[src/rtl/cpu_boot_run_ctrl.sv]
// cpu_boot_run_ctrl: boot-and-run controller for the MIPS single-cycle CPU top.
// Streams a word stream into instruction memory, then data memory, while the
// CPU is held in reset; then runs the CPU for RUN_CYCLES cycles and freezes it
// (clock enable low, reset low) so its state can be inspected.
// Optional feature macro: BOOT_CHECKSUM_EN adds the checksum output, a running
// modulo-2^DATA_W sum of every accepted load word.
module cpu_boot_run_ctrl #(
  parameter int unsigned DATA_W     = 32,
  parameter int unsigned IM_DEPTH   = 64,
  parameter int unsigned DM_DEPTH   = 64,
  parameter int unsigned RUN_CYCLES = 20
) (
  input  logic                        clk_CPU,
  input  logic                        rst_CPU,
  input  logic                        start,
  input  logic                        load_valid,
  output logic                        load_ready,
  input  logic [DATA_W-1:0]           load_data,
  input  logic                        load_last,
  output logic                        im_we,
  output logic [$clog2(IM_DEPTH)-1:0] im_addr,
  output logic [DATA_W-1:0]           im_wdata,
  output logic                        dm_we,
  output logic [$clog2(DM_DEPTH)-1:0] dm_addr,
  output logic [DATA_W-1:0]           dm_wdata,
  output logic                        cpu_rst,
  output logic                        cpu_en,
  output logic                        busy,
  output logic                        done,
  output logic [15:0]                 cycle_count,
  output logic                        err_overflow
`ifdef BOOT_CHECKSUM_EN
  ,
  output logic [DATA_W-1:0]           checksum
`endif
);

  localparam int unsigned IM_AW = $clog2(IM_DEPTH);
  localparam int unsigned DM_AW = $clog2(DM_DEPTH);
  // Pointers carry one extra bit so they can reach DEPTH (the overflow marker).
  localparam logic [IM_AW:0] IM_LIMIT = (IM_AW+1)'(IM_DEPTH);
  localparam logic [DM_AW:0] DM_LIMIT = (DM_AW+1)'(DM_DEPTH);
  localparam logic [15:0]    RUN_LAST = 16'(RUN_CYCLES - 1);

  typedef enum logic [2:0] {
    IDLE    = 3'd0,
    LOAD_IM = 3'd1,
    LOAD_DM = 3'd2,
    RUN     = 3'd3,
    DONE    = 3'd4
  } state_t;

  state_t r_state;
  state_t w_state_next;

  logic [IM_AW:0]      r_im_ptr;
  logic [DM_AW:0]      r_dm_ptr;
  logic                r_im_we;
  logic [IM_AW-1:0]    r_im_addr;
  logic [DATA_W-1:0]   r_im_wdata;
  logic                r_dm_we;
  logic [DM_AW-1:0]    r_dm_addr;
  logic [DATA_W-1:0]   r_dm_wdata;
  logic                r_cpu_rst;
  logic                r_cpu_en;
  logic                r_busy;
  logic                r_done;
  logic [15:0]         r_cycle_count;
  logic                r_err_overflow;

  logic                w_load_ready;
  logic                w_beat;
  logic                w_im_beat;
  logic                w_dm_beat;
  logic                w_im_fit;
  logic                w_dm_fit;
  logic                w_start_load;
  logic                w_cpu_rst;
  logic                w_cpu_en;
  logic                w_busy;
  logic                w_done;

  // Beat qualification, decoded from the registered state.
  always_comb begin
    w_load_ready = (r_state == LOAD_IM) || (r_state == LOAD_DM);
    w_beat       = load_valid && w_load_ready;
    w_im_beat    = w_beat && (r_state == LOAD_IM);
    w_dm_beat    = w_beat && (r_state == LOAD_DM);
    w_im_fit     = (r_im_ptr < IM_LIMIT);
    w_dm_fit     = (r_dm_ptr < DM_LIMIT);
    w_start_load = start && ((r_state == IDLE) || (r_state == DONE));
  end

  // State register.
  always_ff @(posedge clk_CPU) begin
    if (rst_CPU) begin
      r_state <= IDLE;
    end else begin
      r_state <= w_state_next;
    end
  end

  // Next-state logic.
  always_comb begin
    w_state_next = r_state;
    case (r_state)
      IDLE:    if (start) w_state_next = LOAD_IM;
      LOAD_IM: if (w_beat && load_last) w_state_next = LOAD_DM;
      LOAD_DM: if (w_beat && load_last) w_state_next = RUN;
      RUN:     if (r_cycle_count == RUN_LAST) w_state_next = DONE;
      DONE:    if (start) w_state_next = LOAD_IM;
      default: w_state_next = IDLE;
    endcase
  end

  // Output decode from the next state so the status outputs can be registered
  // and still change on the same edge as the state.
  always_comb begin
    w_cpu_rst = 1'b1;
    w_cpu_en  = 1'b0;
    w_busy    = 1'b0;
    w_done    = 1'b0;
    case (w_state_next)
      LOAD_IM, LOAD_DM: w_busy = 1'b1;
      RUN: begin
        w_cpu_rst = 1'b0;
        w_cpu_en  = 1'b1;
        w_busy    = 1'b1;
      end
      DONE: begin
        w_cpu_rst = 1'b0;
        w_done    = 1'b1;
      end
      default: ;
    endcase
  end

  // Registered CPU control and status outputs.
  always_ff @(posedge clk_CPU) begin
    if (rst_CPU) begin
      r_cpu_rst <= 1'b1;
      r_cpu_en  <= 1'b0;
      r_busy    <= 1'b0;
      r_done    <= 1'b0;
    end else begin
      r_cpu_rst <= w_cpu_rst;
      r_cpu_en  <= w_cpu_en;
      r_busy    <= w_busy;
      r_done    <= w_done;
    end
  end

  // Load datapath: pointers, one-cycle write strobes, overflow flag, run counter.
  always_ff @(posedge clk_CPU) begin
    if (rst_CPU) begin
      r_im_ptr       <= '0;
      r_dm_ptr       <= '0;
      r_im_we        <= 1'b0;
      r_im_addr      <= '0;
      r_im_wdata     <= '0;
      r_dm_we        <= 1'b0;
      r_dm_addr      <= '0;
      r_dm_wdata     <= '0;
      r_cycle_count  <= '0;
      r_err_overflow <= 1'b0;
    end else begin
      r_im_we <= w_im_beat && w_im_fit;
      r_dm_we <= w_dm_beat && w_dm_fit;

      if (w_start_load) begin
        r_im_ptr <= '0;
        r_dm_ptr <= '0;
      end else begin
        if (w_im_beat && w_im_fit) begin
          r_im_addr  <= r_im_ptr[IM_AW-1:0];
          r_im_wdata <= load_data;
          r_im_ptr   <= r_im_ptr + 1'b1;
        end
        if (w_dm_beat && w_dm_fit) begin
          r_dm_addr  <= r_dm_ptr[DM_AW-1:0];
          r_dm_wdata <= load_data;
          r_dm_ptr   <= r_dm_ptr + 1'b1;
        end
      end

      if (w_start_load) begin
        r_err_overflow <= 1'b0;
      end else if ((w_im_beat && !w_im_fit) || (w_dm_beat && !w_dm_fit)) begin
        r_err_overflow <= 1'b1;
      end

      if (w_dm_beat && load_last) begin
        r_cycle_count <= '0;
      end else if (r_state == RUN) begin
        r_cycle_count <= r_cycle_count + 16'd1;
      end
    end
  end

`ifdef BOOT_CHECKSUM_EN
  logic [DATA_W-1:0] r_checksum;

  // Running sum of every accepted word, including dropped overflow words.
  always_ff @(posedge clk_CPU) begin
    if (rst_CPU) begin
      r_checksum <= '0;
    end else if (w_start_load) begin
      r_checksum <= '0;
    end else if (w_beat) begin
      r_checksum <= r_checksum + load_data;
    end
  end

  assign checksum = r_checksum;
`endif

  assign load_ready   = w_load_ready;
  assign im_we        = r_im_we;
  assign im_addr      = r_im_addr;
  assign im_wdata     = r_im_wdata;
  assign dm_we        = r_dm_we;
  assign dm_addr      = r_dm_addr;
  assign dm_wdata     = r_dm_wdata;
  assign cpu_rst      = r_cpu_rst;
  assign cpu_en       = r_cpu_en;
  assign busy         = r_busy;
  assign done         = r_done;
  assign cycle_count  = r_cycle_count;
  assign err_overflow = r_err_overflow;

endmodule

[config.mk]
export PLATFORM = sky130hd
export DESIGN_NAME = cpu_boot_run_ctrl
export DESIGN_NICKNAME = d
export VERILOG_FILES = /design/src/rtl/cpu_boot_run_ctrl.sv
export SDC_FILE = /design/constraint.sdc
export NUM_CORES = 1
export LEC_CHECK = 0
export BUFFER_PORTS_ARGS = -buffer_cell sky130_fd_sc_hd__buf_2
export CAP_MARGIN = 25
export CORE_ASPECT_RATIO = 1.75
export CORE_MARGIN = 3
export CORE_UTILIZATION = 55
export CTS_CLUSTER_SIZE = 14
export DETAILED_ROUTE_END_ITERATION = 12
export PLACE_DENSITY = 0.85
export SYNTH_ARGS = -nofsm -noshare
export SYNTH_HDL_FRONTEND = slang
export SYNTH_SLANG_ARGS = --single-unit
export TNS_END_PERCENT = 20
[constraint.sdc]
create_clock -name clk_CPU -period 2.3 [get_ports clk_CPU]
set_clock_uncertainty 0.05 [all_clocks]
set_input_delay 0.115 -clock clk_CPU [delete_from_list [all_inputs] [get_ports clk_CPU]]
set_output_delay 0.115 -clock clk_CPU [all_outputs]
set_load 0.005 [all_outputs]
# Word level (Yosys, flattened, before mapping)
# Cells that the tools add are included.
# totals
elab_cells	62
reg_bits	116
inputBits	37
output_inout_bits	100
# op_classes
order_cmp	2
eq_ne	9
add_sub_neg	3
n_reduce_logical	23
n_bitwise	1
mux	9
# op_table
op	n
$add A16 B1 Y16 const B	1
$eq A16 B5 Y1 const B	1
$add A7 B1 Y7 const B	2
$lt A7 B7 Y1 const B	2
$eq A3 B2 Y1 const B	4
$mux W3	4
$pmux W3 S4	1
$logic_and A1 B1 Y1	10
$reduce_or A2 Y1	4
$eq A3 B1 Y1 const B	2
$eq A3 B3 Y1 const B	2
$mux W1	4
$reduce_and A2 Y1	2
$logic_not A3 Y1	1
$logic_or A1 B1 Y1	3
$reduce_or A3 Y1	1
$logic_not A1 Y1	2
$not A1 Y1	1

# Logic depth before layout (Yosys ltp)
# logic_depth
word_depth	9
ltp_mapped	7

# Least setup slack after synthesis
# OpenSTA, ideal clock, no wires.
# synth_path
kind	register to register
startpoint	reg r_cycle_count[0], in the netlist cycle_count[0]
endpoint	reg r_cycle_count[14], in the netlist cycle_count[14]
setup_time_ps	70
slack_ps	740
arrival_time_ps	1440
required_ps	2180
path_stages_with_launch	6
n_path_buf	0
cell_sequence	dfxtp_1 -> ha_1 -> and3_1 -> nand4_4 -> or3_1 -> a21oi_1
# synth_between
elab_chain_len	1
# synth_rtl
element	line	source
from (decl)	68	logic [15:0] r_cycle_count;
from (signal assigned)	195	r_cycle_count <= r_cycle_count + 16'd1;
$add A16 B1 Y16	195	
# Every way passes these cells.
# A chain may end at the register's enable or synchronous reset.

# Final worst setup path
# layout_path
startpoint	reg r_state[1]
endpoint	reg r_cycle_count[15], in the netlist cycle_count[15]
# layout_between
elab_chain_len	6
elab_cells_between_ends	8
# layout_rtl
element	line	source
from (decl)	53	state_t r_state;
from (signal assigned)	99	r_state <= w_state_next;
$eq A3 B1 Y1 or $eq A3 B2 Y1 (tied branches)	85, 88	
$logic_or A1 B1 Y1	85	w_load_ready = (r_state == LOAD_IM) || (r_state == LOAD_DM);
$logic_and A1 B1 Y1	86	w_beat = load_valid && w_load_ready;
$logic_and A1 B1 Y1	88	w_dm_beat = w_beat && (r_state == LOAD_DM);
$logic_and A1 B1 Y1	192	if (w_dm_beat && load_last) begin
$reduce_or A2 Y1 (no line)	-	
# Several ways; a longest one is shown, not always the timed one.

==> metrics.yaml <==
fin_util: 0.7799
fin_crit_ns: 1.864
cap_violations: 0
syn_nets: 577
postSynthCellCount: 537
reg2reg_setup_slack_ns: 0.44
clk_latency_ns: 0.40
clock_sinks: 116
p_per_area_mw_per_mm2: 820.4
dp_hpwl_mm: 7.517
p_total_mw: 4.942
cts_buffers: 17
layout.nets: 733
layoutNonFillerInstCount: 792
post-place-ws_ns: 0.4580
setup_ws_ns: 0.4356
outcome: "completed"
yosysSeqAreaShare: 0.5224
synth-main-ff-cell: "dfxtp_1"
place_area_mm2: 0.005130
clockBufferDepth: 2
clk_pin_slew_ns: 0.05
vdd_ir_drop_max_v: 0.0006282
cts_resized: 0
antenna_found_initial: 1
synth.distinct_cells: 42
grt_pass1_wl_mm: 19.42
ant_nets: 0
drc: 0
post_cts_buffers: 0
drtPass1Iterations: 5
hold_viol: 0
holdWs_ns: 0.01317
yosysWarningCount: 0
die_w_um: 73.96
syn-cell-area_mm2: 0.004446
final_max_slew_viol_count: 0
htree_levels: 4
post_drt_wl_per_cell_um: 15.53
io_buffers: 136
grt_usage: 0.2698
yosys_register_bits: 116
wl_mm: 12.30
cp-end-kind: "register"
min_path_type: "primary input to register"
synthToLayoutAreaGrowth_pct: 35.52
die_y_um: 124.9
setup_violations: 0
finalSetupTns_ns: 0
rsz0062_at_grt: "no"
worstMarginPinSlew_ns: 0.6354
cts_hold_buffers: 32
rows: 42
drive_gt1_frac: 0.2521
synth_edf_count: 0
overflow: 0
dieArea_mm2: 0.009240
grt_max_degree: 63
cts_root_buf: "clkbuf_16"
gp_congestion: 0.8480
critPathKind: "register to register"
cp.required_ns: 2.58
cts_tree: "yes"
min_period_over_period: 0.8106
relSlewSlack: 0.5764
cp.arrival_ns: 2.15
vias: 4355
synth.avg_cell_area_um2: 8.278
critPathMaxFanout: 10
clock.fmax_mhz: 536.4
p_leak_nw: 2.555
final_cell_area_mm2: 0.006025
dr.first_iter.drc_count: 248
viasPerCell: 5.499
io_pins: 137
critPathLaunchType: "register"
dp_cells: 730
grt_pass1_vias: 4227
synthArstFlopShare: 0
fill_cells: 498
core_mm2: 0.007725
initial_core_util: 0.5755
## where the power goes
part	switching (mW)	internal (mW)
logic	0.170	0.136
registers	0.0271	2.06
clock network	0.828	1.73
total	1.03	3.92
## layout make-up
| class | count | area [um2] | area share |
|---|---|---|---|
| clock inverters | 6 | 105.1 | 0.01745 |
| flip-flops and latches | 116 | 2322 | 0.3855 |
| inverters | 4 | 15.01 | 0.002492 |
| clock buffers | 22 | 464.2 | 0.07705 |
| diodes | 2 | 5.005 | 0.0008307 |
| multi-input cells | 380 | 1944 | 0.3227 |
| repair buffers | 174 | 1059 | 0.1757 |
| well taps | 88 | 110.1 | 0.01828 |
## cell families (layout without fill, tap and decap cells)
family | Yosys count | after routing | share of synthesized area
other cells | 0 | 2 | 0
fa+ha+maj | 3 | 3 | 0.008444
mux | 2 | 2 | 0.004785
xor+xnor | 20 | 20 | 0.03940
flops | 116 | 116 | 0.5224
buf+inv | 41 | 206 | 0.04137
compound gates | 103 | 103 | 0.1227
simple gates | 252 | 252 | 0.2609
## per-layer routing
layer | GRT usage | up-vias | wire (um)
li1 | - | 2096 | -
met1 | 0.2618 | 2017 | 4369
met2 | 0.4733 | 182 | 6610
met3 | 0.07149 | 60 | 664
met4 | 0.1836 | 0 | 652
met5 | 0 | - | 0
## sequential cells by signal, indices dropped and copies added, names as in the netlist
signal / count
im_we: 1
r_im_ptr: 7
cpu_en: 1
dm_we: 1
im_addr: 6
r_dm_ptr: 7
dm_wdata: 32
done: 1
err_overflow: 1
r_state: 3
dm_addr: 6
im_wdata: 32
busy: 1
cycle_count: 16
cpu_rst: 1
## path summary, 6_finish.rpt
path | endpoint | from | depth (start not counted)
hold reg to reg | im_wdata[8]$_SDFFE_PP0P_ | im_wdata[8]$_SDFFE_PP0P_ | 2
setup reg to reg | cycle_count[15]$_SDFFE_PP0P_ | r_state[1]$_SDFF_PP0_ | 4
hold / removal | err_overflow$_SDFFE_PP0P_ | load_valid | 3
setup / recovery | cycle_count[15]$_SDFFE_PP0P_ | r_state[1]$_SDFF_PP0_ | 4
## worst max-delay path, stage by stage, from the launching register on
cell and delay, ns:
dfxtp_1 0.53, and4b_1 0.51, nand4_2 0.19, or3_1 0.37, a21oi_1 0.14
## cell usage in the layout, fill, tap and decap left out, types with 5 or more instances in the layout
cell	synthesis	routed
nand3_1	12	12
nor3_1	8	8
a21oi_1	87	87
o21ai_0	6	6
clkbuf_16	0	17
xnor2_1	13	13
nand2_1	163	163
dlygate4sd3_1	0	32
xor2_1	7	7
buf_2	12	136
nor2_1	29	27
and3_1	5	5
buf_4	0	5
dfxtp_1	116	116
## cells in the mapped netlist (all sizes together) (5+ instances only)
master / instances / area (um2)
nand2: 163 / 611.8
o21ai: 6 / 30.03
a21oi: 87 / 435.4
clkbuf: 22 / 82.58
nand4: 5 / 52.55
and3: 5 / 31.28
xnor2: 13 / 113.9
nor3: 8 / 40.04
nor2: 29 / 108.9
xor2: 7 / 61.31
buf: 15 / 86.33
dfxtp: 116 / 2322
nand3: 12 / 60.06
No activity file was read; power rests on OpenSTA's default activity.
